==> config.mk <==
export PLATFORM = sky130hd
export DESIGN_NAME = seis_bits_decoder
export DESIGN_NICKNAME = d
export VERILOG_FILES = /design/src/rtl/seis_bits_decoder.sv
export SDC_FILE = /design/constraint.sdc
export NUM_CORES = 1
export LEC_CHECK = 0
export CAP_MARGIN = 20
export CORE_MARGIN = 5
export CORE_UTILIZATION = 40
export DETAILED_ROUTE_END_ITERATION = 8
export PLACE_DENSITY = 0.69
export SLEW_MARGIN = 20
export SYNTH_ARGS = -nofsm -noshare
export SYNTH_HDL_FRONTEND = slang
export SYNTH_SLANG_ARGS = --single-unit
==> constraint.sdc <==
create_clock -name clk -period 4.9 [get_ports clk]
set_input_delay 0.735 -clock clk [delete_from_list [all_inputs] [get_ports clk]]
set_output_delay 0.735 -clock clk [all_outputs]
set_load 0.02 [all_outputs]
==> src/rtl/seis_bits_decoder.sv <==
// Six-bit function interface receiver: debounces the encoded word, decodes
// (a,b,c,d) and presents one result per stable word under valid/ready.
module seis_bits_decoder #(
  parameter int unsigned STABLE_CYCLES = 4,
  parameter int unsigned CNT_W         = 8
) (
  input  logic             clk,
  input  logic             rst,
  input  logic [5:0]       seis_bits,
  input  logic             in_valid,
  output logic             out_valid,
  input  logic             out_ready,
  output logic             a,
  output logic             b,
  output logic             c,
  output logic             d,
  output logic             ambig,
  output logic             err,
  output logic [CNT_W-1:0] err_count
);

  localparam int unsigned CW = $clog2(STABLE_CYCLES + 1);
  localparam logic [CW-1:0] CNT_LAST = CW'(STABLE_CYCLES - 1);

  localparam logic [1:0] S_IDLE   = 2'd0;
  localparam logic [1:0] S_SETTLE = 2'd1;
  localparam logic [1:0] S_OUT    = 2'd2;
  localparam logic [1:0] S_HOLD   = 2'd3;

  logic [1:0]       state_q, state_d;
  logic [5:0]       ref_q, ref_d;
  logic [CW-1:0]    cnt_q, cnt_d;
  logic             out_valid_d;
  logic             a_d, b_d, c_d, d_d, ambig_d, err_d;
  logic [CNT_W-1:0] err_count_d;
  logic             load_dec;

  logic             pat_a, pat_b;
  logic             dec_a, dec_b, dec_c, dec_d, dec_ambig, dec_err;

  // Decode the current word; only latched once it has proven stable
  always_comb begin
    pat_a     = ~seis_bits[3] & seis_bits[4] & seis_bits[5];
    pat_b     = ~seis_bits[0] & seis_bits[1] & seis_bits[2];
    dec_a     = 1'b0;
    dec_b     = 1'b0;
    dec_c     = 1'b0;
    dec_d     = 1'b0;
    dec_ambig = pat_a & pat_b;
    dec_err   = ~pat_a & ~pat_b;
    if (pat_a) begin
      dec_a = seis_bits[0];
      dec_b = seis_bits[1];
      dec_c = seis_bits[2];
    end else if (pat_b) begin
      dec_a = seis_bits[3];
      dec_b = seis_bits[4];
      dec_c = seis_bits[5];
      dec_d = 1'b1;
    end
  end

  // Next-state, debounce counter, result capture and error counting
  always_comb begin
    state_d     = state_q;
    ref_d       = ref_q;
    cnt_d       = cnt_q;
    err_count_d = err_count;
    load_dec    = 1'b0;
    case (state_q)
      S_IDLE: begin
        cnt_d = '0;
        if (in_valid) begin
          ref_d = seis_bits;
          cnt_d = CW'(1);
          if (STABLE_CYCLES <= 1) begin
            state_d  = S_OUT;
            load_dec = 1'b1;
          end else begin
            state_d = S_SETTLE;
          end
        end
      end
      S_SETTLE: begin
        if (!in_valid) begin
          state_d = S_IDLE;
          cnt_d   = '0;
        end else if (seis_bits != ref_q) begin
          // a change always restarts the count, even on the completing edge
          ref_d = seis_bits;
          cnt_d = CW'(1);
        end else if (cnt_q == CNT_LAST) begin
          state_d  = S_OUT;
          load_dec = 1'b1;
        end else begin
          cnt_d = cnt_q + CW'(1);
        end
      end
      S_OUT: begin
        if (out_ready) begin
          state_d = S_HOLD;
          if (err && (err_count != '1)) begin
            err_count_d = err_count + CNT_W'(1);
          end
        end
      end
      S_HOLD: begin
        if (!in_valid || (seis_bits != ref_q)) begin
          state_d = S_IDLE;
        end
      end
      default: state_d = S_IDLE;
    endcase
    a_d         = load_dec ? dec_a     : a;
    b_d         = load_dec ? dec_b     : b;
    c_d         = load_dec ? dec_c     : c;
    d_d         = load_dec ? dec_d     : d;
    ambig_d     = load_dec ? dec_ambig : ambig;
    err_d       = load_dec ? dec_err   : err;
    out_valid_d = (state_d == S_OUT);
  end

  // State and registered outputs, synchronous reset
  always_ff @(posedge clk) begin
    if (rst) begin
      state_q   <= S_IDLE;
      ref_q     <= '0;
      cnt_q     <= '0;
      out_valid <= 1'b0;
      a         <= 1'b0;
      b         <= 1'b0;
      c         <= 1'b0;
      d         <= 1'b0;
      ambig     <= 1'b0;
      err       <= 1'b0;
      err_count <= '0;
    end else begin
      state_q   <= state_d;
      ref_q     <= ref_d;
      cnt_q     <= cnt_d;
      out_valid <= out_valid_d;
      a         <= a_d;
      b         <= b_d;
      c         <= c_d;
      d         <= d_d;
      ambig     <= ambig_d;
      err       <= err_d;
      err_count <= err_count_d;
    end
  end

endmodule
==> results of run 1 <==
[critical path, stage by stage]
cell	delay, ps
clkdlybuf4s50_1	480
xor2_1	210
or4_1	680
or4_1	550
a21oi_1	170
[state kept, by name (all words and copies together), names as in the netlist]
name       cells
state_q        2
err_count      8
a              1
ref_q          6
d              1
err            1
ambig          1
b              1
c              1
cnt_q          3
out_valid      1
[through the flow]
step / instance area (um2) / utilization, %
floorplan: 1340 / -
global placement: 1600 / 48.7
detailed placement: 1600 / 48.7
CTS: 1640 / 49.8
global route: 1640 / 49.8
finish: 1640 / 49.8
[layout make-up]
type                    instances  share of cell area, %
well taps                      46                   3.52
multi-input cells             113                   46.6
repair buffers                 24                   14.7
clock buffers                   4                   2.22
flip-flops and latches         26                   31.8
inverters                       5                   1.15
[cell usage in the layout (no fill, tap or decap), types with 4 or more instances in the layout]
master / Yosys / final
mux2i_1: 7 / 7
clkdlybuf4s50_1: 0 / 24
nand2_1: 7 / 7
a21oi_1: 14 / 14
nand3_1: 6 / 6
nand2b_1: 8 / 8
inv_1: 5 / 5
o31ai_1: 4 / 4
nor2_1: 12 / 12
or4_1: 4 / 4
dfxtp_1: 26 / 26
xnor2_1: 6 / 6
o21ai_0: 7 / 7
[kinds of logic after synthesis]
family,Yosys count
and+or+nand+nor,57
AOI/OAI and AO/OA,36
DFF,26
buffers and inverters,12
xor gates and xnor gates,9
muxes,8
adders and majority gates,3
[layer usage]
| layer | up-vias | wire (um) | track usage (%) |
|---|---|---|---|
| li1 | 598 | - | - |
| met1 | 515 | 1360 | 18.4 |
| met2 | 25 | 1370 | 21.3 |
| met3 | 4 | 132 | 2.13 |
| met4 | 0 | 42 | 4.47 |
| met5 | - | 0 | 0 |
[worst paths after layout]
| kind | from | endpoint | slack, ps | depth (start not counted) |
|---|---|---|---|---|
| setup reg to reg | cnt_q[0] | ambig | 2640 | 6 |
| hold / removal | cnt_q[1] | cnt_q[1] | 490 | 2 |
| setup / recovery | seis_bits[2] | ambig | 2300 | 5 |
| hold reg to reg | cnt_q[1] | cnt_q[1] | 490 | 2 |
[power breakdown]
part / switching, uW / total (uW) / leakage (uW) / internal [uW]
clock network: 66.7 / 112 / 0.0000210 / 45.5
logic: 20.7 / 38.1 / 0.000327 / 17.4
registers: 2.84 / 218 / 0.000211 / 215
==> flow_metrics.py, run 1 <==
metrics = {
    "placed_design": {
        "place_hpwl_um": 2130,
        "gp_congestion": 0.792,
        "dp_slack_ps": 1960,
        "dp_cells": 214,
        "io_buffer_count": 24,
    },
    "clocking": {
        "cts_tree": "done",
        "cts-htree-levels": 1,
        "cts_resized": 0,
        "clock-sinks": 26,
        "clk_pin_slew_ps": 140,
        "ctsHoldBuffers": 0,
        "clk_path_buf_depth": 2,
        "clock_latency_ps": 330,
        "postCtsSetupBuffers": 0,
        "numCtsBuffers": 3,
        "cts-root-buf": "clkbuf_4",
    },
    "logic_synthesis": {
        "synth_xor_area_share_pct": 5.87,
        "ys_types": 38,
        "ys_async_sr_fraction_pct": 0,
        "synth_ff_type": "dfxtp_1",
        "synthTopCellsByCount": "dfxtp_1, a21oi_1, nor2_1, nand2b_1",
        "synth_top_family_by_area": "simple AND/OR/NAND/NOR gates",
        "ys_warn_count": 0,
        "synth_top_cell_area_share_pct": 38.7,
        "synth-edff-count": 0,
        "synth-simple-area-share_pct": 25.0,
        "synth_mux_area_share_pct": 6.05,
        "synthAdderAreaFrac_pct": 2.79,
        "netlist_instances": 151,
        "synthTopCellsByArea": "dfxtp_1, a21oi_1, mux2i_1",
        "synth_top_area_cell": "dfxtp_1",
        "synth_area_per_cell_um2": 8.90,
        "synth_compound_area_share_pct": 16.9,
        "synth_seq_cells": 26,
        "yosysMostFrequentCell": "dfxtp_1",
        "synth-seq-area-share_pct": 38.7,
        "synth_nets": 164,
        "synth.cell_area_um2": 1340,
    },
    "route": {
        "ant_nets": 0,
        "detail_route.wl_per_cell_um": 13.3,
        "via_per_inst": 5.24,
        "drt_iter0_markers": 73,
        "drc": 0,
        "num_vias": 1142,
        "drtPass1Iterations": 4,
        "wirelength_um": 2900,
    },
    "final_layout": {
        "fillCellCount": 311,
        "syn_to_final_growth_pct": 21.7,
        "n_antenna_cell": 0,
        "seq_area_um2": 520,
        "layout.nets": 186,
        "drive_above_1_share_pct": 4.65,
        "multiInputGateArea_um2": 762,
        "layout.cells.non_filler": 218,
    },
    "power_and_ir_drop": {
        "power.total_uw": 369,
        "power_density_nw_per_um2": 225,
        "peakVddDrop_mv": 0.0981,
        "power.leakage_uw": 0.000559,
    },
    "timing": {
        "maxSlewViolCount": 0,
        "holdWs_ps": 488,
        "relSlewSlack_pct": 33.0,
        "layout_setup_ws_ps": 2300,
        "rsz0062_at_grt": "no",
        "period_share_pct": 53.0,
        "fin_skew_ps": 2.36,
        "fin_tns_setup_ps": 0,
        "min_period_ps": 2600,
        "max_clock_freq_mhz": 385,
        "worst_slew_pin_slew_ps": 1000,
        "setup_violations": 0,
        "hold_viol": 0,
    },
    "worst_setup_path": {
        "critPathMaxFanout": 9,
        "endpoint_kind": "register",
        "crit_arrival_ps": 2840,
        "critPathRequiredTime_ps": 5150,
        "worst-setup-path-type": "in2reg",
        "startpoint_type": "input port",
    },
    "global_routing": {
        "grt_pass1_wl_um": 4840,
        "grt_max_degree": 31,
        "grt_pass1_vias": 1052,
        "grt-ovfl-total": 0,
        "grt_util_all_layers_pct": 13.4,
        "antenna_found_initial": 0,
    },
    "run_status": {
        "outcome": "finished clean",
    },
    "floorplanning": {
        "die_h_um": 68.0,
        "fp.dieW_um": 68.0,
        "ios": 25,
        "initial_utilization_pct": 40.9,
        "row_count": 21,
        "coreArea_um2": 3280,
        "die_area_um2": 4620,
    },
    "job": {
        "cap_violations": 0,
    },
    "worst_hold_path": {
        "worstHoldPathType": "reg2reg",
    },
}
Note: power is estimated with default switching activity, not from simulation.
==> inputs of run 2 (changes only) <==
- clock period: 4.9 -> 2.5 ns (I/O delays scaled with it)
==> flow_metrics.py, run 2 (synthesis results as in run 1) <==
metrics = {
    "worst_setup_path": {
        "crit_arrival_ps": 2420,
        "max_stage_delay_ps": 540,
        "reg2reg_depth": 6,
        "rr_endpoint": "d",
        "reg2reg_setup_slack_ps": 330,
        "cpMaxStageDelayCell": "or4b_1",
        "critPathMaxFanout": 7,
        "cpMostUsedCell": "ha_1",
        "startpoint_type": "register",
        "worst-setup-path-type": "reg2reg",
        "endpoint_kind": "register",
        "critPathRequiredTime_ps": 2750,
        "path_cells": "ha_1, ha_1, nand2_1, or4_1, or4b_1, a21oi_1",
        "r2r-start": "cnt_q[0]",
    },
    "clocking": {
        "numCtsBuffers": 3,
        "postCtsSetupBuffers": 0,
        "cts-root-buf": "clkbuf_4",
        "cts-htree-levels": 1,
        "ctsHoldBuffers": 0,
        "clock-sinks": 26,
        "clk_pin_slew_ps": 130,
        "cts_resized": 0,
        "cts_tree": "done",
        "clk_path_buf_depth": 2,
        "clock_latency_ps": 310,
    },
    "route": {
        "via_per_inst": 5.44,
        "num_vias": 1236,
        "drtPass1Iterations": 4,
        "ant_nets": 0,
        "detail_route.wl_per_cell_um": 13.2,
        "drt_iter0_markers": 26,
        "drc": 0,
        "wirelength_um": 2990,
    },
    "timing": {
        "max_clock_freq_mhz": 461,
        "relSlewSlack_pct": 72.9,
        "setup_violations": 0,
        "worst_slew_pin_slew_ps": 406,
        "min_period_ps": 2170,
        "hold_viol": 0,
        "maxSlewViolCount": 0,
        "period_share_pct": 86.8,
        "fin_tns_setup_ps": 0,
        "rsz0062_at_grt": "no",
        "holdWs_ps": 492,
        "fin_skew_ps": 7.94,
    },
    "final_layout": {
        "n_antenna_cell": 0,
        "seq_area_um2": 520,
        "largest_register_ff_count": 8,
        "drive_above_1_share_pct": 9.39,
        "multiInputGateArea_um2": 762,
        "largest-register": "err_count",
        "syn_to_final_growth_pct": 26.3,
        "layout_common_cells": "dfxtp_1, clkdlybuf4s50_1, a21oi_1, nor2_1, buf_4",
        "final_cell_area_um2": 1700,
        "fillCellCount": 305,
        "final_common_cell": "dfxtp_1",
        "layout.nets": 196,
        "reg_top3": "err_count: 8 flops, ref_q: 6 flops, cnt_q: 3 flops",
    },
    "run_status": {
        "outcome": "finished clean",
    },
    "global_routing": {
        "grt_pass1_vias": 1120,
        "grt_max_degree": 14,
        "grt-ovfl-total": 0,
        "antenna_found_initial": 0,
        "grt_util_all_layers_pct": 13.9,
        "grt_pass1_wl_um": 4970,
    },
    "placed_design": {
        "place_hpwl_um": 2390,
        "placed_area_um2": 1670,
        "io_buffer_count": 24,
        "gp_congestion": 0.836,
    },
    "power_and_ir_drop": {
        "swShare_pct": 23.3,
        "p_sw_uw": 158,
        "power_frac_clock_pct": 24.5,
        "peakVddDrop_mv": 0.243,
        "power_density_nw_per_um2": 400,
        "power.leakage_uw": 0.000601,
        "seqPwrFrac_pct": 63.1,
        "combPwrFrac_pct": 12.4,
        "internal_power_uw": 520,
    },
    "floorplanning": {
        "die_h_um": 68.0,
        "ios": 25,
        "row_count": 21,
        "fp.dieW_um": 68.0,
        "coreArea_um2": 3280,
        "initial_utilization_pct": 40.9,
        "die_area_um2": 4620,
    },
    "worst_hold_path": {
        "holdCritStartpoint": "cnt_q[1]",
        "hold_end": "cnt_q[1]",
        "whs_path_depth": 2,
        "worstHoldPathType": "reg2reg",
    },
    "job": {
        "cap_violations": 0,
    },
}
==> run 2: cell count changes in the layout (fill, tap and decap cells not counted), sizes merged <==
cell    before  now
buf          0   10
clkbuf       4    3
==> run 2: metal layers <==
metal  vias up  share of wire (%)  GRT usage [%]
met5         -                  0              0
met4         0                  0           2.48
met3         0                4.0           3.78
met2        27                 49           23.0
met1       591                 46           18.2
li1        618                  -              -
==> run 2: through the flow <==
step | total power [uW] | worst slack (ps) | std cells | utilization, %
3_3_place_gp | 519 | 143 | 224 | 51.0
2_1_floorplan | 483 | 538 | 151 | -
3_5_place_dp | 521 | 83.4 | 224 | 51.0
5_1_grt | 719 | 162 | 227 | 51.7
4_1_cts | 690 | 329 | 227 | 51.7
6_report | 678 | 330 | 227 | 51.7
==> run 2: worst max-delay path by stage <==
stage               endpoint  slack [ps]  cells after the start         start
finish                     d         330                      6      cnt_q[0]
global route           ambig         160                      6      cnt_q[0]
CTS                        d         330                      6      cnt_q[0]
detailed placement         d          80                      5  seis_bits[2]
global placement       ambig         140                      5  seis_bits[2]
floorplan              ambig         540                      7      cnt_q[0]
==> run 2: power groups by stage <==
| stage | registers (uW) | logic (uW) | clock network, uW |
|---|---|---|---|
| floorplan | 435 | 47.6 | 0 |
| global placement | 437 | 82.5 | 0 |
| detailed placement | 437 | 84.2 | 0 |
| CTS | 428 | 84.5 | 178 |
| global route | 429 | 94.1 | 196 |
| finish | 428 | 84.3 | 166 |
==> run 2: cell type report <==
| class | count | share of cell area (%) |
|---|---|---|
| multi-input combinational | 113 | 44.9 |
| sequential | 26 | 30.7 |
| timing repair buffer | 34 | 18.6 |
| tap | 46 | 3.39 |
| clock buffer | 3 | 1.33 |
| inverter | 5 | 1.11 |
==> run 2: critical path, delay by kind of cell (launching register included) <==
family                   cells  cell delay, ps
flip-flops                   1             380
AND/OR/NAND/NOR              3            1160
adder cells (fa/ha/maj)      2             410
AO/OA/AOI/OAI                1             160
==> inputs of run 3 (changes only) <==
- CORE_UTILIZATION: 40 -> 30
- PLACE_DENSITY: 0.69 -> 0.56
==> flow_metrics.py, run 3 (synthesis results as in run 1) <==
metrics = {
    "run_status": {
        "outcome": "finished clean",
    },
    "power_and_ir_drop": {
        "power_density_nw_per_um2": 491,
        "power_frac_clock_pct": 40.6,
        "seqPwrFrac_pct": 49.4,
        "swShare_pct": 21.5,
        "internal_power_uw": 679,
        "combPwrFrac_pct": 10.0,
        "peakVddDrop_mv": 0.197,
        "power.leakage_uw": 0.000627,
        "p_sw_uw": 186,
    },
    "timing": {
        "worst_slew_pin_slew_ps": 626,
        "min_period_ps": 2120,
        "maxSlewViolCount": 0,
        "fin_skew_ps": 3.30,
        "fin_tns_setup_ps": 0,
        "rsz0062_at_grt": "no",
        "max_clock_freq_mhz": 472,
        "period_share_pct": 84.8,
        "relSlewSlack_pct": 58.2,
        "hold_viol": 0,
        "setup_violations": 0,
        "holdWs_ps": 486,
    },
    "worst_setup_path": {
        "rr_endpoint": "d",
        "reg2reg_setup_slack_ps": 390,
        "critPathRequiredTime_ps": 2700,
        "critPathMaxFanout": 6,
        "startpoint_type": "input port",
        "crit_arrival_ps": 2320,
        "r2r-start": "cnt_q[0]",
        "worst-setup-path-type": "in2reg",
        "reg2reg_depth": 6,
        "endpoint_kind": "register",
    },
    "route": {
        "num_vias": 1196,
        "drtPass1Iterations": 4,
        "wirelength_um": 3050,
        "via_per_inst": 5.09,
        "drt_iter0_markers": 70,
        "drc": 0,
        "detail_route.wl_per_cell_um": 13.0,
        "ant_nets": 0,
    },
    "clocking": {
        "numCtsBuffers": 3,
        "postCtsSetupBuffers": 0,
        "clock-sinks": 26,
        "clk_pin_slew_ps": 90,
        "cts-htree-levels": 1,
        "cts_resized": 0,
        "clk_path_buf_depth": 2,
        "clock_latency_ps": 270,
        "cts_tree": "done",
        "cts-root-buf": "clkbuf_8",
        "ctsHoldBuffers": 0,
    },
    "placed_design": {
        "gp_congestion": 0.736,
        "io_buffer_count": 24,
        "place_hpwl_um": 2340,
        "placed_area_um2": 1690,
    },
    "worst_hold_path": {
        "holdCritStartpoint": "cnt_q[1]",
        "whs_path_depth": 2,
        "hold_end": "cnt_q[1]",
        "worstHoldPathType": "reg2reg",
    },
    "floorplanning": {
        "ios": 25,
        "fp.dieW_um": 76.9,
        "coreArea_um2": 4350,
        "die_area_um2": 5920,
        "initial_utilization_pct": 30.9,
        "row_count": 24,
        "die_h_um": 76.9,
    },
    "final_layout": {
        "final_cell_area_um2": 1760,
        "n_antenna_cell": 0,
        "syn_to_final_growth_pct": 31.0,
        "fillCellCount": 427,
        "largest-register": "err_count",
        "layout.nets": 197,
        "largest_register_ff_count": 8,
        "layout_common_cells": "dfxtp_1, clkdlybuf4s50_1, a21oi_1, nor2_1, buf_4",
        "reg_top3": "err_count: 8 flops, ref_q: 6 flops, cnt_q: 3 flops",
        "final_common_cell": "dfxtp_1",
        "drive_above_1_share_pct": 10.4,
    },
    "global_routing": {
        "grt-ovfl-total": 0,
        "grt_pass1_wl_um": 5310,
        "antenna_found_initial": 0,
        "grt_util_all_layers_pct": 10.6,
        "grt_pass1_vias": 1175,
        "grt_max_degree": 19,
    },
    "job": {
        "cap_violations": 0,
    },
}
## run 3: cell count changes in the layout (fill, tap and decap cells not counted)
cell       delta
buf_4         +1
bufinv_16     +1
clkbuf_4      -3
clkbuf_8      +3
## run 3: area by class of cell
class | count | area, um2 | area share [%]
Sequential cell | 26 | 520 | 29.6
Inverter | 5 | 18.8 | 1.07
Clock inverter | 1 | 30.0 | 1.71
Tap cell | 52 | 65.1 | 3.70
Clock buffer | 3 | 41.3 | 2.35
Timing Repair Buffer | 35 | 323 | 18.3
Multi-Input combinational cell | 113 | 762 | 43.3
## run 3: per-layer routing
metal,wire [um],track usage [%]
met1,1480,13.5
met2,1390,17.7
met3,119,1.99
met4,54,3.85
met5,0,0
## run 3: how the worst max path moves through the flow
| stage | slack, ps | cells past startpoint | endpoint | start |
|---|---|---|---|---|
| 3_5_place_dp | 90 | 5 | ambig | seis_bits[2] |
| 3_3_place_gp | 170 | 5 | ambig | seis_bits[2] |
| 6_report | 380 | 5 | d | seis_bits[2] |
| 4_1_cts | 380 | 5 | d | seis_bits[2] |
| 2_1_floorplan | 540 | 7 | ambig | cnt_q[0] |
| 5_1_grt | 270 | 6 | err | cnt_q[0] |
## run 3: stage by stage
| step | total power (uW) | cells | worst slack (ps) | util (%) |
|---|---|---|---|---|
| detailed placement | 524 | 231 | 90.6 | 38.8 |
| floorplan | 483 | 151 | 538 | - |
| CTS | 870 | 235 | 376 | 40.4 |
| global route | 894 | 235 | 270 | 40.4 |
| global placement | 522 | 231 | 165 | 38.8 |
| finish | 865 | 235 | 380 | 40.4 |
## run 3: critical path, cell delays in order
cell and delay, ps:
clkdlybuf4s50_1 430, xor2_1 190, or4_1 640, or4b_1 530
a21oi_1 150
## run 3: power by group through the flow
stage	Sequential, uW	Combinational, uW	Clock, uW
3_3_place_gp	437	84.8	0
3_5_place_dp	437	87.2	0
4_1_cts	427	87.7	355
6_report	427	86.8	351
2_1_floorplan	435	47.6	0
5_1_grt	428	96.3	369
